## src/rtl/tetris_pkg.sv

```systemverilog
// Shared piece encoding, bag constants and FSM state type for the piece randomizer.
package tetris_pkg;

  typedef enum logic [2:0] {
    PIECE_I = 3'd0,
    PIECE_O = 3'd1,
    PIECE_T = 3'd2,
    PIECE_S = 3'd3,
    PIECE_Z = 3'd4,
    PIECE_J = 3'd5,
    PIECE_L = 3'd6
  } piece_t;

  typedef enum logic {
    FILL = 1'b0,
    IDLE = 1'b1
  } bag_state_t;

  localparam int         NUM_PIECES  = 7;
  localparam logic [6:0] ALL_USED    = 7'h7F;
  localparam logic [2:0] INVALID_RND = 3'd7;

  // Lowest-index piece not yet dealt in the current bag.
  function automatic logic [2:0] lowest_unused(input logic [6:0] used);
    logic [2:0] idx;
    idx = 3'd0;
    for (int i = NUM_PIECES - 1; i >= 0; i--) begin
      if (!used[i]) idx = 3'(i);
    end
    return idx;
  endfunction

endpackage

```

## src/rtl/piece_fifo.sv

```systemverilog
// QDEPTH x 3-bit shift queue; entry 0 is the head, vacated slots are refilled with 0.
module piece_fifo
  import tetris_pkg::*;
#(
  parameter int QDEPTH = 2,
  localparam int CW = $clog2(QDEPTH + 1)
) (
  input  logic          clk,
  input  logic          reset,
  input  logic          push,
  input  logic          pop,
  input  logic [2:0]    din,
  output logic [2:0]    head,
  output logic [CW-1:0] count,
  output logic          rdy
);

  logic [2:0]    q    [QDEPTH];
  logic [2:0]    q_nx [QDEPTH];
  logic [CW-1:0] cnt_nx;
  logic [CW-1:0] wr_idx;

  always_comb begin
    for (int i = 0; i < QDEPTH; i++) q_nx[i] = q[i];
    cnt_nx = count;
    if (pop) begin
      for (int i = 0; i < QDEPTH - 1; i++) q_nx[i] = q[i + 1];
      q_nx[QDEPTH-1] = 3'd0;
      cnt_nx = count - CW'(1);
    end
    // The push slot is computed after the pop shift so push+pop at count 1 lands at the head.
    wr_idx = cnt_nx;
    if (push) begin
      for (int i = 0; i < QDEPTH; i++) begin
        if (CW'(i) == wr_idx) q_nx[i] = din;
      end
      cnt_nx = cnt_nx + CW'(1);
    end
  end

  always_ff @(posedge clk or negedge reset) begin
    if (!reset) begin
      for (int i = 0; i < QDEPTH; i++) q[i] <= 3'd0;
      count <= '0;
      rdy   <= 1'b0;
    end else begin
      for (int i = 0; i < QDEPTH; i++) q[i] <= q_nx[i];
      count <= cnt_nx;
      rdy   <= (cnt_nx != '0);
    end
  end

  assign head = q[0];

endmodule

```

## src/rtl/piece_bag.sv

```systemverilog
// 7-bag piece randomizer: filters the raw 3-bit source, buffers a preview queue, deals on next_req.
// Optional build macro PIECE_BAG_STATS_EN adds bag_count and forced_cnt outputs.
module piece_bag
  import tetris_pkg::*;
#(
  parameter int QDEPTH    = 2,
  parameter int MAX_TRIES = 15
) (
  input  logic       clk,
  input  logic       reset,
  input  logic [2:0] rnd,
  input  logic       next_req,
  output logic       rdy,
  output logic [2:0] cur_piece,
  output logic       piece_valid,
  output logic [2:0] next_piece
`ifdef PIECE_BAG_STATS_EN
  ,
  output logic [7:0] bag_count,
  output logic [7:0] forced_cnt
`endif
);

  localparam int CW = $clog2(QDEPTH + 1);
  localparam int TW = (MAX_TRIES > 1) ? $clog2(MAX_TRIES) : 1;

  bag_state_t    state, state_nx;
  logic [6:0]    used, used_set, used_nx;
  logic [7:0]    avail;
  logic [TW-1:0] try_cnt, try_nx;
  logic [CW-1:0] fifo_count;
  logic          sampling, hit, force_pick, push, pop, wrap;
  logic [2:0]    pick;

  // Sample qualification and bag bookkeeping
  always_comb begin
    sampling   = (state == FILL);
    pop        = next_req & rdy;
    // Bit 7 is tied low so the invalid code 7 can never hit.
    avail      = {1'b0, ~used};
    hit        = avail[rnd];
    force_pick = sampling && !hit && (try_cnt == TW'(MAX_TRIES - 1));
    push       = sampling && (hit || force_pick);
    pick       = hit ? rnd : lowest_unused(used);
    used_set   = used | (7'd1 << pick);
    wrap       = push && (used_set == ALL_USED);

    used_nx = used;
    if (push) used_nx = wrap ? 7'd0 : used_set;

    try_nx = try_cnt;
    if (!sampling || push) try_nx = '0;
    else                   try_nx = try_cnt + TW'(1);

    state_nx = state;
    case (state)
      FILL: if (push && !pop && (fifo_count == CW'(QDEPTH - 1))) state_nx = IDLE;
      IDLE: if (pop) state_nx = FILL;
      default: state_nx = FILL;
    endcase
  end

  always_ff @(posedge clk or negedge reset) begin
    if (!reset) begin
      state       <= FILL;
      used        <= 7'd0;
      try_cnt     <= '0;
      cur_piece   <= 3'd0;
      piece_valid <= 1'b0;
    end else begin
      state   <= state_nx;
      used    <= used_nx;
      try_cnt <= try_nx;
      if (pop) begin
        cur_piece   <= next_piece;
        piece_valid <= 1'b1;
      end
    end
  end

  piece_fifo #(.QDEPTH(QDEPTH)) u_fifo (
    .clk   (clk),
    .reset (reset),
    .push  (push),
    .pop   (pop),
    .din   (pick),
    .head  (next_piece),
    .count (fifo_count),
    .rdy   (rdy)
  );

`ifdef PIECE_BAG_STATS_EN
  function automatic logic [7:0] sat_inc(input logic [7:0] v);
    return (v == 8'hFF) ? v : v + 8'd1;
  endfunction

  always_ff @(posedge clk or negedge reset) begin
    if (!reset) begin
      bag_count  <= 8'd0;
      forced_cnt <= 8'd0;
    end else begin
      if (wrap)       bag_count  <= bag_count + 8'd1;
      if (force_pick) forced_cnt <= sat_inc(forced_cnt);
    end
  end
`endif

endmodule

```

## config.mk

```make
export PLATFORM = sky130hd
export DESIGN_NAME = piece_bag
export DESIGN_NICKNAME = d
export VERILOG_FILES = /design/src/rtl/tetris_pkg.sv /design/src/rtl/piece_fifo.sv /design/src/rtl/piece_bag.sv
export SDC_FILE = /design/constraint.sdc
export NUM_CORES = 1
export LEC_CHECK = 0
export CAP_MARGIN = 20
export CORE_MARGIN = 10
export CORE_UTILIZATION = 45
export CTS_CLUSTER_DIAMETER = 100
export CTS_CLUSTER_SIZE = 10
export DETAILED_ROUTE_END_ITERATION = 8
export PLACE_DENSITY = 0.65
export SLEW_MARGIN = 20
export SYNTH_ARGS = -nofsm -noshare
export SYNTH_HDL_FRONTEND = slang
export SYNTH_SLANG_ARGS = --single-unit
export TNS_END_PERCENT = 1
```

## constraint.sdc

```tcl
create_clock -name clk -period 3.47 [get_ports clk]
set_input_delay 0.694 -clock clk [delete_from_list [all_inputs] [get_ports clk]]
set_output_delay 0.694 -clock clk [all_outputs]
set_load 0.02 [all_outputs]
```

; Yosys cells after proc, flatten, opt, wreduce, memory -nomap -nowiden
; Index checks and enable logic that the tools add are counted.
; Widths: inputs -> output; s select.
[classes]
addsub = 3
magnitude_cmp = 1
n_eq_ne = 4
shift = 1
mux = 21
bitwise_logic = 4
reduce_logical = 12
[ops]
columns = op, count
row1 = $mux 3, 10
row2 = $mux 6, 2
row3 = $eq 7x7->1 const B, 1
row4 = $mux 7, 1
row5 = $not 7->7, 1
row6 = $or 7x7->7, 1
row7 = $shl 1x3->7 const A, 1
row8 = $logic_and 1x1->1, 6
row9 = $add 4x1->4 const B, 1
row10 = $eq 4x4->1 const B, 1
row11 = $lt 3x4->1 const B, 1
row12 = $mux 2, 2
row13 = $mux 4, 1
row14 = $bmux 1 s3, 1
row15 = $mux 1, 3
row16 = $add 2x1->2 const B, 1
row17 = $eq 1x2->1 const A, 1
row18 = $eq 2x1->1 const B, 1
row19 = $logic_not 1->1, 2
row20 = $logic_not 2->1, 1
row21 = $logic_or 1x1->1, 2
row22 = $pmux 1 s2, 1
row23 = $reduce_bool 2->1, 1
row24 = $sub 2x1->2 const B, 1
row25 = other kinds (2), 2
[totals]
register_bits = 25
in_bits = 6
out_inout_bits = 8
word_cells = 55

; Longest topological paths before layout
[logic_depth]
ltp_word = 13
depth_mapped = 9
ltp_nobuf = 9

; Cells and area by module
; From an unflattened synthesis, not the netlist that was laid out.
[unflattened]
cells_unflattened = 152
hier_area_um2 = 1564.0
[by_module_without_submodules]
columns = module, instances, cells_per_inst, area_each_um2
row1 = piece_bag, 1, 111, 1056.0
row2 = piece_fifo, 1, 41, 508.0

; Least setup slack after synthesis
; No wires, ideal clock.
[synth_path]
path_kind = input port to flip-flop
from = in rnd[1]
to = reg used[0]
setup_time_ns = 0.151
t_arrival_ns = 2.500
required_time_ns = 3.319
slack_ns = 0.820
cell_stages = 8
cell_sequence = buf_6 mux2i_1 a22oi_4 a31oi_2 and2b_4 nand3_1 a222oi_1 nor2_1
[synth_between]
elab_chain_len = 9
[synth_rtl]
columns = element, line_no
row1 = start: declaration, piece_bag.sv:11  ; input logic [2:0] rnd,
row2 = "parallel branches: the longest is 9 deep, another holds $shl 1x3->7", n/a
row3 = end signal: assignment, piece_bag.sv:72  ; used <= used_nx;
row4 = end: declaration, piece_bag.sv:28  ; logic [6:0] used, used_set, used_nx;
; Several ways; the timed one is not identified. The select of a mux whose other input is x is not followed.
; A chain may end at the register's enable or synchronous reset.

; Worst setup path after layout
[layout_path]
from = in rnd[1]
to = reg used[4]
; The elaborated chain is that of the path after synthesis.

==> summary.md <==
| Metric | Value |
|---|---|
| RR Endpoint | used[4]$_DFFE_PN0N_ |
| Design Area, Final | 1700 sq um |
| Initial antenna violation count | 0 |
| Post-synth cell types | 45 |
| Final Cycle Share | 82.8% |
| FF-to-FF Start | used[4]$_DFFE_PN0N_ |
| Die ar. | 6050 sq um |
| CP Class | in -> reg |
| Critical Path End | used[4]$_DFFE_PN0N_ |
| Post-synth EDFFs | 0 |
| Status | complete, no violations |
| Routed len/inst | 14.2 um |
| DIE WIDTH | 77.8 um |
| Reg clk slew, reported paths | 0.13 ns |
| RSZ-0062 raised after global routing | no |
| Aggregate global routing overflow | 0 |
| CP Max Fanout | 8 |
| Final Hold Violating Endpoints | 0 |
| Setup TNS | 0 ns |
| H-tree lvl count | 1 |
| Final Net Count | 173 |
| Least-Margin Pin Slew | 0.574 ns |
| Residual DRC | 0 |
| Worst Setup SP | rnd[1] |
| Min Clock Period, post-route | 2.87 ns |
| First-pass GRT wire length | 4.97 mm |
| Internal power | 0.800 mW |
| CTS root buffer | clkbuf_4 |
| Register-to-Register Setup Slack | 1.19 ns |
| Inserted Diodes | 0 |
| VDD IR max | 0.516 mV |
| Final ANT Viol Nets | 0 |
| Placer congestion estimate | 0.918 |
| Share of cells above drive strength 1 | 14.3% |
| Maximum root-to-sink buffer count | 2 |
| Combinational Power Share | 53.1% |
| Max Cap Violations | 0 |
| Largest net degree at the start of global routing | 26 |
| Die H | 77.8 um |
| Post-Layout Cell Count | 205 |
| Hold Buf Count CTS | 0 |
| Fin util | 54.2% |
| Initial DRC count | 39 |
| Slew Viols, Final | 0 |
| Leakage dissipation | 0.768 nW |
| PD cells | 843 nW/um^2 |
| GRT Overall Usage | 9.70% |
| Final Skew | 0.00596 ns |
| Final setup vio count | 0 |
| Syn Area/Cell | 10.2 sq um |
| Clock power share | 8.8% |
| Clk sinks | 25 |
| CTS resizes | 0 |
| #FFs+latches synth | 25 |
| Hold Crit Depth | 1 |
| Area grow syn2layout | 12.9% |
| Initial Utilization | 48.0% |
| Core ar. | 3130 sq um |
| Yosys top cell area share | 41.6% |
| Site Rows | 20 |
| Synthesized Nets | 158 |
| Vias per Instance | 5.44 |
| # port buffers | 13 |
| Synth area leaders | dfrtp_1 42%, mux2_2 4.5%, ha_1 4.2% |
| Dpl cell area | 1670 sq um |
| Crit end category | flop |
| Top_reg_cell synth | dfrtp_1 |
| Crit path DAT | 3.09 ns |
| Num CTS Buffers | 3 |
| Top-Level Pins | 14 |
| Max Freq | 348 MHz |
| TritonRoute pass-1 iters | 4 |
| Number of synthesis warnings | 0 |
| Post-synthesis sequential area ratio | 41.6% |
| Net Sw Frac | 44.1% |
| Critical path required time | 3.69 ns |
| Via count | 1116 |
| Startpoint type of the worst setup path | input pin |
| DRT Wirelength | 2.91 mm |
| Cells after Synth | 147 |
| CTS tree | yes |
| Net Sw Power | 0.631 mW |
| Slew margin rel. | 61.5% |
| Synth async-reset ratio | 100% |
| Synth area leader | dfrtp_1 |
| Sequential share of power | 38.1% |
| DP HPWL | 2.27 mm |
| Fill cell total of the finished layout | 282 |
| Post-CTS Setup Inserts | 0 |
| Worst Hold Class | reg -> reg |
| Cell count after placement | 201 |
| Worst Reg-to-Reg Cells | 8 |
| Vias in the first global route | 1107 |
| Worst skew pair latency | 0.31 ns |
| Mapped Area | 1500 sq um |
[cell type report]
cell class / instances / area [sq um] / share of cell area (%)
Tap cell: 44 / 55.1 / 3.24
Timing Repair Buffer: 17 / 160 / 9.44
Inverter: 7 / 26.3 / 1.55
Clock buffer: 4 / 26.3 / 1.55
Sequential cell: 25 / 626 / 36.9
Multi-Input combinational cell: 108 / 803 / 47.3
[critical path, cell delays in order]
cell and delay (ns):
clkdlybuf4s50_1 0.67, mux2i_1 0.38, a31o_1 0.30, nor2_1 0.13
and2b_4 0.29, nand3_1 0.07, a222oi_1 0.29, buf_4 0.20
nor2_1 0.05
[synthesized netlist by cell type (all sizes together), types with 2 or more instances]
library cell and number:
nand2 11, xnor2 2, dfrtp 25, mux2 6, a31oi 5, o211a 2
mux2i 7, o21ai 11, nand3 8, o31ai 2, nand3b 2, xor2 2
buf 6, inv 7, ha 5, nand2b 2, nor2 14, a21oi 8
and2 2, nor2b 2
[cells in the final DEF (no fill, tap or decap), types with 4 or more instances in the layout]
cell type / Yosys / layout
nand2_1: 10 / 10
o21ai_0: 9 / 9
dfrtp_1: 25 / 25
mux2_2: 6 / 6
buf_4: 3 / 4
ha_1: 5 / 5
nand3_1: 8 / 8
inv_1: 7 / 7
mux2i_1: 6 / 6
nor2_1: 14 / 14
a21oi_1: 8 / 8
clkdlybuf4s50_1: 0 / 13
[worst min path at each step]
stage / from / end / slack (ns)
floorplan: reset / cur_piece[0]$_DFFE_PN0P_ / 0.40
global placement: piece_valid$_DFFE_PN0P_ / piece_valid$_DFFE_PN0P_ / 0.45
detailed placement: piece_valid$_DFFE_PN0P_ / piece_valid$_DFFE_PN0P_ / 0.45
CTS: piece_valid$_DFFE_PN0P_ / piece_valid$_DFFE_PN0P_ / 0.49
global route: piece_valid$_DFFE_PN0P_ / piece_valid$_DFFE_PN0P_ / 0.51
finish: piece_valid$_DFFE_PN0P_ / piece_valid$_DFFE_PN0P_ / 0.48
[layer usage]
| metal | share of wire (%) | global-route usage (%) | wire length [um] |
|---|---|---|---|
| met5 | 0 | 0 | 0 |
| met4 | 1.0 | 2.37 | 29 |
| met3 | 4.9 | 3.11 | 144 |
| met2 | 49 | 15.9 | 1420 |
| met1 | 45 | 12.0 | 1320 |
[cell families after synthesis]
group	Yosys count	synth area share [%]
AOI/OAI and AO/OA	37	19.9
xor gates and xnor gates	4	2.33
adders and majority gates	5	4.16
buffers and inverters	14	4.91
DFF	25	41.6
muxes	13	9.41
and+or+nand+nor	49	17.7
[power by group through the flow]
stage               Combinational, mW  Clock [mW]  Sequential (mW)
finish                          0.759       0.125            0.545
global route                    0.842       0.146            0.562
CTS                             0.768       0.130            0.543
detailed placement              0.765           0            0.550
global placement                0.746           0            0.546
floorplan                       0.582           0            0.520
[flip-flops by register name (all words and copies together) (netlist names)]
register,cells
cur_piece,3
piece_valid,1
state,1
try_cnt,4
u_fifo.count,2
u_fifo.head,3
u_fifo.q,3
u_fifo.rdy,1
used,7
[metrics by stage]
stage / hold WS [ns] / total power [mW] / setup slack (ns)
2_1_floorplan: 0.398 / 1.10 / 0.820
3_3_place_gp: 0.449 / 1.29 / 0.349
3_5_place_dp: 0.451 / 1.32 / 0.272
4_1_cts: 0.485 / 1.44 / 0.611
5_1_grt: 0.505 / 1.55 / 0.413
6_report: 0.475 / 1.43 / 0.598
No activity file was read; power rests on OpenSTA's default activity.
